## config.mk

```make
export PLATFORM = sky130hd
export DESIGN_NAME = pc_redirect_ctrl
export DESIGN_NICKNAME = d
export VERILOG_FILES = /design/src/rtl/pc_ctrl_pkg.sv /design/src/rtl/pc_redirect_ctrl_sat_counter.sv /design/src/rtl/pc_redirect_ctrl.sv
export SDC_FILE = /design/constraint.sdc
export NUM_CORES = 1
export LEC_CHECK = 0
export BUFFER_PORTS_ARGS = -buffer_cell sky130_fd_sc_hd__buf_4
export CAP_MARGIN = 30
export CORE_MARGIN = 2
export CORE_UTILIZATION = 45
export CTS_CLUSTER_DIAMETER = 150
export DETAILED_ROUTE_END_ITERATION = 10
export GPL_TIMING_DRIVEN = 0
export MAX_ROUTING_LAYER = met4
export PLACE_DENSITY_LB_ADDON = 0.3
export SYNTH_ARGS = -nofsm -noshare
export SYNTH_HDL_FRONTEND = slang
export SYNTH_SLANG_ARGS = --single-unit
```

## constraint.sdc

```tcl
create_clock -name clk -period 1.8 [get_ports clk]
set_input_delay 0.09 -clock clk [delete_from_list [all_inputs] [get_ports clk]]
set_output_delay 0.09 -clock clk [all_outputs]
set_load 0.01 [all_outputs]
```

## src/rtl/pc_ctrl_pkg.sv

```systemverilog
// Shared types and constants for the PC redirect controller.
package pc_ctrl_pkg;

  typedef enum logic [1:0] {
    IDLE,
    REDIRECT,
    SHADOW
  } state_t;

  localparam int unsigned SHADOW_W        = 3;
  localparam logic [31:0] REDIRECT_PC_RST = 32'h0000_0000;

endpackage

```

## src/rtl/pc_redirect_ctrl_sat_counter.sv

```systemverilog
// Saturating up-counter with synchronous active-low clear; holds at all-ones.
module sat_counter #(
  parameter int unsigned W = 16
) (
  input  logic         clk,
  input  logic         rst_n,
  input  logic         inc,
  output logic [W-1:0] count
);

  always_ff @(posedge clk) begin
    if (!rst_n) begin
      count <= '0;
    end else if (inc && (count != '1)) begin
      count <= count + 1'b1;
    end
  end

endmodule

```

## src/rtl/pc_redirect_ctrl.sv

```systemverilog
// Branch/jump redirect sequencer: picks redirect PC, pulses flushes, masks the shadow window.
// Optional branch statistics are built only when BRANCH_STATS_EN is defined.
module pc_redirect_ctrl
  import pc_ctrl_pkg::*;
#(
  parameter int unsigned SHADOW_CYCLES = 2,
  parameter int unsigned CNT_W         = 16
) (
  input  logic             clk,
  input  logic             rst_n,
  input  logic             stall,
  input  logic             exe_valid,
  input  logic             exe_beq,
  input  logic             exe_bne,
  input  logic             exe_zero,
  input  logic [31:0]      exe_branch_addr,
  input  logic             id_valid,
  input  logic             id_jump,
  input  logic [31:0]      id_jump_addr,
  output logic             redirect_valid,
  output logic [31:0]      redirect_pc,
  output logic             flush_if_id,
  output logic             flush_id_exe,
  output logic             busy,
  output logic [CNT_W-1:0] stat_branches,
  output logic [CNT_W-1:0] stat_taken
);

  state_t              state;
  logic [SHADOW_W-1:0] shadow_cnt;
  logic                taken;
  logic                jump;

  // BEQ wins when both opcode flags are set.
  always_comb begin
    taken = 1'b0;
    if (exe_valid) begin
      if (exe_beq)      taken = exe_zero;
      else if (exe_bne) taken = ~exe_zero;
    end
  end

  assign jump = id_valid & id_jump;

  always_ff @(posedge clk) begin
    if (!rst_n) begin
      state          <= IDLE;
      shadow_cnt     <= '0;
      redirect_valid <= 1'b0;
      redirect_pc    <= REDIRECT_PC_RST;
      flush_if_id    <= 1'b0;
      flush_id_exe   <= 1'b0;
      busy           <= 1'b0;
    end else begin
      redirect_valid <= 1'b0;
      flush_if_id    <= 1'b0;
      flush_id_exe   <= 1'b0;
      case (state)
        IDLE: begin
          if (!stall) begin
            if (taken) begin
              state          <= REDIRECT;
              redirect_valid <= 1'b1;
              redirect_pc    <= exe_branch_addr;
              flush_if_id    <= 1'b1;
              flush_id_exe   <= 1'b1;
              shadow_cnt     <= SHADOW_W'(SHADOW_CYCLES);
              busy           <= 1'b1;
            end else if (jump) begin
              state          <= REDIRECT;
              redirect_valid <= 1'b1;
              redirect_pc    <= id_jump_addr;
              flush_if_id    <= 1'b1;
              shadow_cnt     <= SHADOW_W'(1);
              busy           <= 1'b1;
            end
          end
        end
        // Flush beats stall in the pipeline registers, so the pulse is never stretched.
        REDIRECT: begin
          state <= SHADOW;
          busy  <= 1'b1;
        end
        SHADOW: begin
          if (!stall) begin
            shadow_cnt <= shadow_cnt - 1'b1;
            if (shadow_cnt == SHADOW_W'(1)) begin
              state <= IDLE;
              busy  <= 1'b0;
            end
          end
        end
        default: begin
          state <= IDLE;
          busy  <= 1'b0;
        end
      endcase
    end
  end

`ifdef BRANCH_STATS_EN
  logic br_event;
  logic tk_event;

  assign br_event = (state == IDLE) & ~stall & exe_valid & (exe_beq | exe_bne);
  assign tk_event = (state == IDLE) & ~stall & taken;

  sat_counter #(.W(CNT_W)) u_stat_branches (
    .clk   (clk),
    .rst_n (rst_n),
    .inc   (br_event),
    .count (stat_branches)
  );

  sat_counter #(.W(CNT_W)) u_stat_taken (
    .clk   (clk),
    .rst_n (rst_n),
    .inc   (tk_event),
    .count (stat_taken)
  );
`else
  assign stat_branches = '0;
  assign stat_taken    = '0;
`endif

endmodule

```

==> results.toml, run 1 <==
[detailed_routing]
via_count = 2302
drtIter0Drc = 93
first_pass_iters = 4
ant_nets = 0
routedWlPerCell_um = 12.6
viasPerCell = 4.79
drc = 0
wirelength_um = 6070

[floorplan]
num_rows = 27
die_h_um = 78.5
die_area_mm2 = 0.00616
core_mm2 = 0.00544
fp.dieW_um = 78.5
ios = 141
start_util_pct = 45.9

[placed_design]
place_area_mm2 = 0.00350
post-dp-hpwl_um = 4610
gp_congestion = 0.802
io_buffers = 107

[synth]
syn_inst = 264
synth_edf_count = 0
yosysMostFrequentCell = "dfxtp_1"
synth_area_leader_cell = "dfxtp_1"
ys_seq_area_share_pct = 32.1
yosys_warnings = 0
synth_top_area_share_pct = 32.1
synth_cell_types = 31
synthArstFlopShare_pct = 0
synth_flop_cell = "dfxtp_1"
syn_area_mm2 = 0.00249
postSynthAreaPerCell_um2 = 9.45
synthTopCellsByArea = "dfxtp_1, mux2i_1, o211a_1"
synthTopCellsByCount = "dfxtp_1, nor2_1, buf_4"
ys_ff_latch = 40

[critical_path]
worstPathMaxFanout = 19
cp_data_required_time_ps = 1990
r2r_setup_slack_ps = 100
reg2reg_depth = 7
cp-start-kind = "flop"
r2r-start = "state[1]"
regToRegEndpoint = "redirect_pc[9]"
cp_data_arrival_time_ps = 1890
critical_path_class = "flop to flop"
end_kind = "flop"

[worst_hold_path]
hold_path_depth = 2
hold_path_startpoint = "stall"
worstHoldPathType = "primary input to flop"
min_to = "busy"

[cells_and_area]
fin_area_mm2 = 0.00359
drive_above_1_share_pct = 46.7
fillers = 461
nets = 483
areaGrowthSynthToFinish_pct = 43.9
antennaDiodeCount = 0

[job]
max-cap-violations = 0

[clock_tree]
cts_root_buffer = "clkbuf_8"
cts_tree = "built"
numCtsBuffers = 5
clkSinkCount = 40
cts_buffer_depth = 2
clk_pin_slew_worst_paths_ps = 80
postCtsHoldBufs = 0
cts_resized = 0
htreeDepth = 2
insertion_delay_ps = 290
cts_setup_buffers = 0

[timing]
fin_crit_ps = 1700
maxSlewHeadroom_pct = 51.8
hold_violations = 0
drv_slew = 0
tightest_slew_ps = 723
fin_crit_sh_pct = 94.6
rsz0062_at_grt = "no"
setup_tns_ps = 0
fmax_ghz = 0.587
final-setup-viol-count = 0
fin_skew_ps = 1.68

[power]
pwr_density_cell_mw_per_mm2 = 631
vdd_drop_max_uv = 361
p_leak_uw = 0.00215

[global_route]
grt_pass1_vias = 2121
grt_pass1_wl_um = 9620
antenna_found_initial = 0
grt_usage_pct = 19.9
grt_max_degree = 12
overflow = 0

[outcome]
outcome = "finished clean"
## worst max-delay path by stage
stage	from	endpoint	slack [ps]	cells past startpoint
floorplan	state[1]	redirect_pc[0]	300	7
global placement	state[1]	redirect_pc[3]	160	7
detailed placement	state[1]	redirect_pc[31]	120	7
CTS	state[1]	redirect_pc[31]	110	7
global route	state[1]	redirect_pc[3]	10	7
finish	state[1]	redirect_pc[9]	100	7
## final cells by class
type / instances / area [um2] / share of cell area (%)
tap: 72 / 90.1 / 2.51
multi-input combinational: 196 / 1420 / 39.4
sequential: 40 / 801 / 22.3
inverter: 4 / 15.0 / 0.418
clock buffer: 8 / 90.1 / 2.51
timing repair buffer: 107 / 803 / 22.4
buffer: 54 / 375 / 10.5
## metal layers
| metal | vias up | global-route usage, % | routed length [um] |
|---|---|---|---|
| met5 | - | - | 0 |
| met4 | 0 | 5.09 | 38 |
| met3 | 4 | 6.44 | 604 |
| met1 | 1038 | 24.2 | 2660 |
| li1 | 1162 | - | - |
| met2 | 98 | 32.0 | 2770 |
## metrics by stage
step | worst slack [ps] | cells | total power (uW) | hold WS (ps) | util (%)
finish | 97.3 | 481 | 2270 | 27.8 | 66.0
global route | 10.7 | 481 | 2380 | 32.8 | 66.0
CTS | 110 | 482 | 2290 | 21.5 | 66.1
global placement | 160 | 474 | 1660 | 335 | 64.4
floorplan | 297 | 295 | 1390 | 196 | -
detailed placement | 121 | 474 | 1670 | 330 | 64.4
## placed cells by master (no fill, tap or decap), types with 2 or more instances in the layout
master and count:
a21oi_1 3, buf_1 3, buf_2 6, buf_4 141, buf_6 5, clkbuf_1 8
clkbuf_8 6, conb_1 32, dfxtp_1 40, ha_1 2, inv_1 4, mux2i_1 33
nand3_1 2, nor2_1 39, nor3_1 5, nor3_2 29, nor4_1 2, o211a_1 32
o21ai_0 4
## sequential cells by signal, summed over array words and instances, names as in the netlist
register and flops:
redirect_pc 32, shadow_cnt 3, state 2, busy 1
flush_id_exe 1, flush_if_id 1
## critical path, stage by stage, from the launching register on
cell and delay (ps):
dfxtp_1 310, buf_6 130, or3_4 370, buf_6 180, clkbuf_1 240, nor2_1 160, mux2i_1 80, o211a_1 130
## kinds of logic after synthesis
| family | after synthesis | share of synthesized area, % |
|---|---|---|
| simple gates | 86 | 22.1 |
| fa+ha+maj | 2 | 1.00 |
| flops | 40 | 32.1 |
| buf+inv | 59 | 15.8 |
| compound gates | 43 | 15.6 |
| mux | 33 | 13.2 |
| other cells | 1 | 0.150 |
## power breakdown
part / switching (uW) / total, uW / leakage, uW / internal, uW
registers: 37.4 / 989 / 0.000328 / 951
clock network: 307 / 620 / 0.0000455 / 313
logic: 307 / 658 / 0.00178 / 352
total: 651 / 2270 / 0.00215 / 1620
(Power assumes the default switching activity.)
==> inputs of run 2 (changes only) <==
--- a/config.mk
+++ b/config.mk
@@ -5,10 +5,11 @@
 export SDC_FILE = /design/constraint.sdc
 export NUM_CORES = 1
 export LEC_CHECK = 0
+export ABC_AREA = 1
 export BUFFER_PORTS_ARGS = -buffer_cell sky130_fd_sc_hd__buf_4
 export CAP_MARGIN = 30
 export CORE_MARGIN = 2
-export CORE_UTILIZATION = 45
+export CORE_UTILIZATION = 44
 export CTS_CLUSTER_DIAMETER = 150
 export DETAILED_ROUTE_END_ITERATION = 10
 export GPL_TIMING_DRIVEN = 0
==> results.toml, run 2 <==
[outcome]
outcome = "finished clean"

[global_route]
grt_max_degree = 12
grt_pass1_vias = 2488
antenna_found_initial = 0
overflow = 0
grt_pass1_wl_um = 10700
grt_usage_pct = 22.1

[cells_and_area]
antennaDiodeCount = 0
final_cell_mix = "nand2_1, buf_4, nor2_1"
fin_cells = 618
drive_above_1_share_pct = 29.4
max_flop_register = "redirect_pc"
fin_area_mm2 = 0.00349
mostFrequentLayoutCell = "nand2_1"
largest_register_ffs = 32
reg_top3 = "redirect_pc (32), shadow_cnt (3), state (2)"
nets = 623
areaGrowthSynthToFinish_pct = 45.1

[detailed_routing]
highest_layer = "met4"
viasPerCell = 4.32
first_pass_iters = 4
drc = 0
met1_length_um = 2650
wl_met2_um = 3180
drtIter0Drc = 117
via_count = 2669
routedWlPerCell_um = 10.3
wirelength_um = 6370
ant_nets = 0
met3_length_um = 439

[placed_design]
gp_congestion = 0.827
dp.cells = 611
io_buffers = 107
post-dp-hpwl_um = 4890
place_worst_setup_slack_ps = 408
place_area_mm2 = 0.00341

[clock_tree]
postCtsHoldBufs = 0
htreeDepth = 2
cts_setup_buffers = 0
clk_pin_slew_worst_paths_ps = 80
cts_resized = 0
cts_tree = "built"
numCtsBuffers = 5
cts_buffer_depth = 2
cts_root_buffer = "clkbuf_8"
clkSinkCount = 40
insertion_delay_ps = 280

[power]
p_leak_uw = 0.00210
pwr_density_cell_mw_per_mm2 = 650
vdd_drop_max_uv = 580

[timing]
fin_crit_sh_pct = 75.3
final-setup-viol-count = 0
timing.hold.ws_ps = 115
hold_violations = 0
drv_slew = 0
setup_tns_ps = 0
setup_slack_ps = 445
fin_crit_ps = 1350
fmax_ghz = 0.738
rsz0062_at_grt = "no"
fin_skew_ps = 4.17

[floorplan]
start_util_pct = 46.2
core_mm2 = 0.00520
die_h_um = 77.9
die_area_mm2 = 0.00607
num_rows = 26
fp.dieW_um = 77.9
ios = 141

[synth]
yosysMostFrequentCell = "nand2_1"
ys_ff_latch = 40
syn_inst = 403
synth_edf_count = 0
synthTopCellsByArea = "dfxtp_1, nand2_1, nor2_1"
synth_area_leader_cell = "dfxtp_1"
postSynthAreaPerCell_um2 = 5.97
ys_seq_area_share_pct = 33.3
synth_top_area_share_pct = 33.3
synthArstFlopShare_pct = 0
synth_cell_types = 19
yosys_warnings = 0
synthTopCellsByCount = "nand2_1, nor2_1, dfxtp_1, inv_1, nand3_1"
synth_flop_cell = "dfxtp_1"
syn_area_mm2 = 0.00240

[critical_path]
critical_path_class = "flop to flop"
r2r_setup_slack_ps = 450
cp-start-kind = "flop"
cp_data_required_time_ps = 2030
worstPathMaxFanout = 10
end_kind = "flop"
cp_data_arrival_time_ps = 1580

[job]
max-cap-violations = 0

[worst_hold_path]
worstHoldPathType = "primary input to flop"
==> run 2: logic make-up (layout without fill, tap and decap cells) <==
family | Yosys count | count (layout) | synth area share, %
and+or+nand+nor | 257 | 257 | 42.7
AOI/OAI and AO/OA | 9 | 9 | 2.34
DFF | 40 | 40 | 33.3
buffers and inverters | 94 | 208 | 20.4
adders and majority gates | 2 | 2 | 1.04
other | 1 | 32 | 0.156
==> run 2: final cells by class <==
type	count	area, um2
fillers	522	1720
multi-input cells	300	1230
repair buffers	107	803
flip-flops and latches	40	801
plain buffers	53	338
inverters	41	154
well taps	70	87.6
clock buffers	6	72.6
clock inverters	1	5.00
==> run 2: final timing paths <==
check                                       from              end  depth (start not counted)
worst min-delay path            id_jump_addr[29]  redirect_pc[29]                          5
worst max register to register          state[1]  redirect_pc[28]                          6
worst min register to register              busy             busy                          2
worst max-delay path                    state[1]  redirect_pc[28]                          6
==> run 2: through the flow <==
stage	util (%)	total power [uW]
2_1_floorplan	-	1430
3_3_place_gp	65.6	1710
3_5_place_dp	65.6	1720
4_1_cts	67.0	2290
5_1_grt	67.0	2430
6_report	67.0	2270
==> run 2: layer usage <==
metal  vias up  track usage (%)
li1       1425                -
met1      1145             23.8
met2        90             40.8
met3         9             4.88
met4         0             6.32
met5         -                -
==> run 2: power breakdown <==
part	switching [uW]	internal (uW)
combinational	363	344
clock	302	264
sequential	38.0	958
==> run 2: critical path, cell delays in order (launching register included) <==
cell and delay [ps]:
dfxtp_1 340, nor2_1 240, nand3_2 230, buf_2 250, nand2_1 80, nand2_1 60
nor2_1 100
==> inputs of run 3 (changes only) <==
--- a/config.mk
+++ b/config.mk
@@ -5,11 +5,11 @@
 export SDC_FILE = /design/constraint.sdc
 export NUM_CORES = 1
 export LEC_CHECK = 0
-export ABC_AREA = 1
+export ABC_AREA = 0
 export BUFFER_PORTS_ARGS = -buffer_cell sky130_fd_sc_hd__buf_4
 export CAP_MARGIN = 30
 export CORE_MARGIN = 2
-export CORE_UTILIZATION = 44
+export CORE_UTILIZATION = 45
 export CTS_CLUSTER_DIAMETER = 150
 export DETAILED_ROUTE_END_ITERATION = 10
 export GPL_TIMING_DRIVEN = 0
==> constraint.sdc (replaced) <==
create_clock -name clk -period 1.3 [get_ports clk]
set_input_delay 0.065 -clock clk [delete_from_list [all_inputs] [get_ports clk]]
set_output_delay 0.065 -clock clk [all_outputs]
set_load 0.01 [all_outputs]
==> results.toml, run 3 (same netlist as run 1, synthesis figures left out) <==
[detailed_routing]
viasPerCell = 4.76
routedWlPerCell_um = 12.7
drc = 0
ant_nets = 0
drtIter0Drc = 87
first_pass_iters = 4
via_count = 2323
wirelength_um = 6210

[floorplan]
num_rows = 27
ios = 141
core_mm2 = 0.00544
die_h_um = 78.5
start_util_pct = 45.9
die_area_mm2 = 0.00616
fp.dieW_um = 78.5

[critical_path]
worstPathMaxFanout = 10
cp_data_required_time_ps = 1480
critical_path_class = "flop to flop"
crit_slowest_cell = "or3_4"
crit_chain = "or3_4 -> buf_4 -> buf_16 -> buf_6 -> nor2_1 -> mux2i_1 -> o211a_1"
end_kind = "flop"
regToRegEndpoint = "redirect_pc[17]"
critPathMaxStageDelay_ps = 410
reg2reg_depth = 7
r2r_setup_slack_ps = -250
cp_data_arrival_time_ps = 1730
r2r-start = "state[0]"
cp-start-kind = "flop"

[cells_and_area]
reg_top3 = "redirect_pc (32), shadow_cnt (3), state (2)"
mostFrequentLayoutCell = "buf_4"
fin_cells = 488
max_flop_register = "redirect_pc"
drive_above_1_share_pct = 50.7
fin_area_mm2 = 0.00386
final_cell_mix = "buf_4, dfxtp_1, mux2i_1"
nets = 490
areaGrowthSynthToFinish_pct = 54.8
antennaDiodeCount = 0
utilization_pct = 71.0
largest_register_ffs = 32

[global_route]
grt_pass1_wl_um = 10000
grt_max_degree = 12
grt_pass1_vias = 2276
overflow = 0
antenna_found_initial = 0
grt_usage_pct = 20.4

[clock_tree]
clkSinkCount = 40
cts_tree = "built"
clk_pin_slew_worst_paths_ps = 80
numCtsBuffers = 5
insertion_delay_ps = 280
cts_root_buffer = "clkbuf_8"
htreeDepth = 2
cts_buffer_depth = 2
postCtsHoldBufs = 0

[worst_hold_path]
hold_path_depth = 2
worstHoldPathType = "primary input to flop"
min_to = "busy"
hold_path_startpoint = "stall"

[timing]
fin_skew_ps = 2.96
setup_slack_ps = -248
rsz0062_at_grt = "yes"
fmax_ghz = 0.646
hold_violations = 0
fin_crit_ps = 1550
drv_slew = 0
fin_crit_sh_pct = 119
final-setup-viol-count = 32
maxSlewHeadroom_pct = 19.5
setup_tns_ps = -6880
tightest_slew_ps = 1210

[job]
max-cap-violations = 0

[placed_design]
post-dp-hpwl_um = 4510
place_area_mm2 = 0.00352
io_buffers = 107
gp_congestion = 0.844
place_worst_setup_slack_ps = -345
dp.cells = 474

[power]
p_int_uw = 2330
power_frac_comb_pct = 32.2
p_sw_uw = 945
pwr_density_cell_mw_per_mm2 = 848
power_frac_clock_pct = 26.0
p_leak_uw = 0.00227
p_seq_share_pct = 41.7
swShare_pct = 28.9
vdd_drop_max_uv = 703

[outcome]
outcome = "finished, violations left"
violations = "setup timing"
run 3: changes by cell type in the layout (fill, tap and decap cells not counted), sizes merged, moves of 11 or more:
cell,before,now
inv,41,4
nor3,0,34
o211a,0,32
mux2i,0,33
nor2,73,40
buf,150,161
nand3,37,2
nand2,144,1
run 3: metal layers:
metal	part of all wire, %	global-route usage [%]
met1	42	23.9
met2	48	34.5
met3	8.7	5.40
met4	1.3	6.14
met5	0	-
run 3: worst max-delay path: cells and delay by family (launching register included):
family,cells,cell delay [ps]
compound gates,1,130
buf+inv,3,430
flops,1,320
mux,1,70
simple gates,2,500
run 3: worst max path at each step:
stage | from | end | slack [ps] | cells after the start
after detailed placement | state[1] | redirect_pc[25] | -350 | 7
final | state[0] | redirect_pc[17] | -250 | 7
after global routing | id_valid | redirect_pc[27] | -310 | 6
after CTS | state[1] | redirect_pc[17] | -240 | 7
after global placement | state[1] | redirect_pc[25] | -310 | 7
after floorplan | state[1] | redirect_pc[0] | -190 | 7
run 3: final cells by class:
type	instances	area [um2]
buffer	54	424
inverter	4	15.0
sequential	40	806
timing repair buffer	114	913
clock buffer	8	90.1
fill	427	1580
multi-input combinational	196	1520
tap	72	90.1
run 3: metrics by stage:
stage,hold WS (ps),total power (uW)
6_report,6.96,3270
3_5_place_dp,300,2320
5_1_grt,12.0,3440
2_1_floorplan,171,1930
3_3_place_gp,304,2310
4_1_cts,1.43,3230
run 3: power groups by stage:
stage / clock network [uW] / logic [uW] / registers (uW)
floorplan: 0 / 498 / 1430
finish: 852 / 1060 / 1370
global placement: 0 / 912 / 1390
CTS: 863 / 1000 / 1370
detailed placement: 0 / 921 / 1390
global route: 915 / 1140 / 1380
run 3: what timing repair did:
action,in CTS,in global routing
endpoints found under the setup margin,32,33
pin swaps,2,11
setup buffers,4,0
gates resized for setup,23,21
gates cloned,2,1
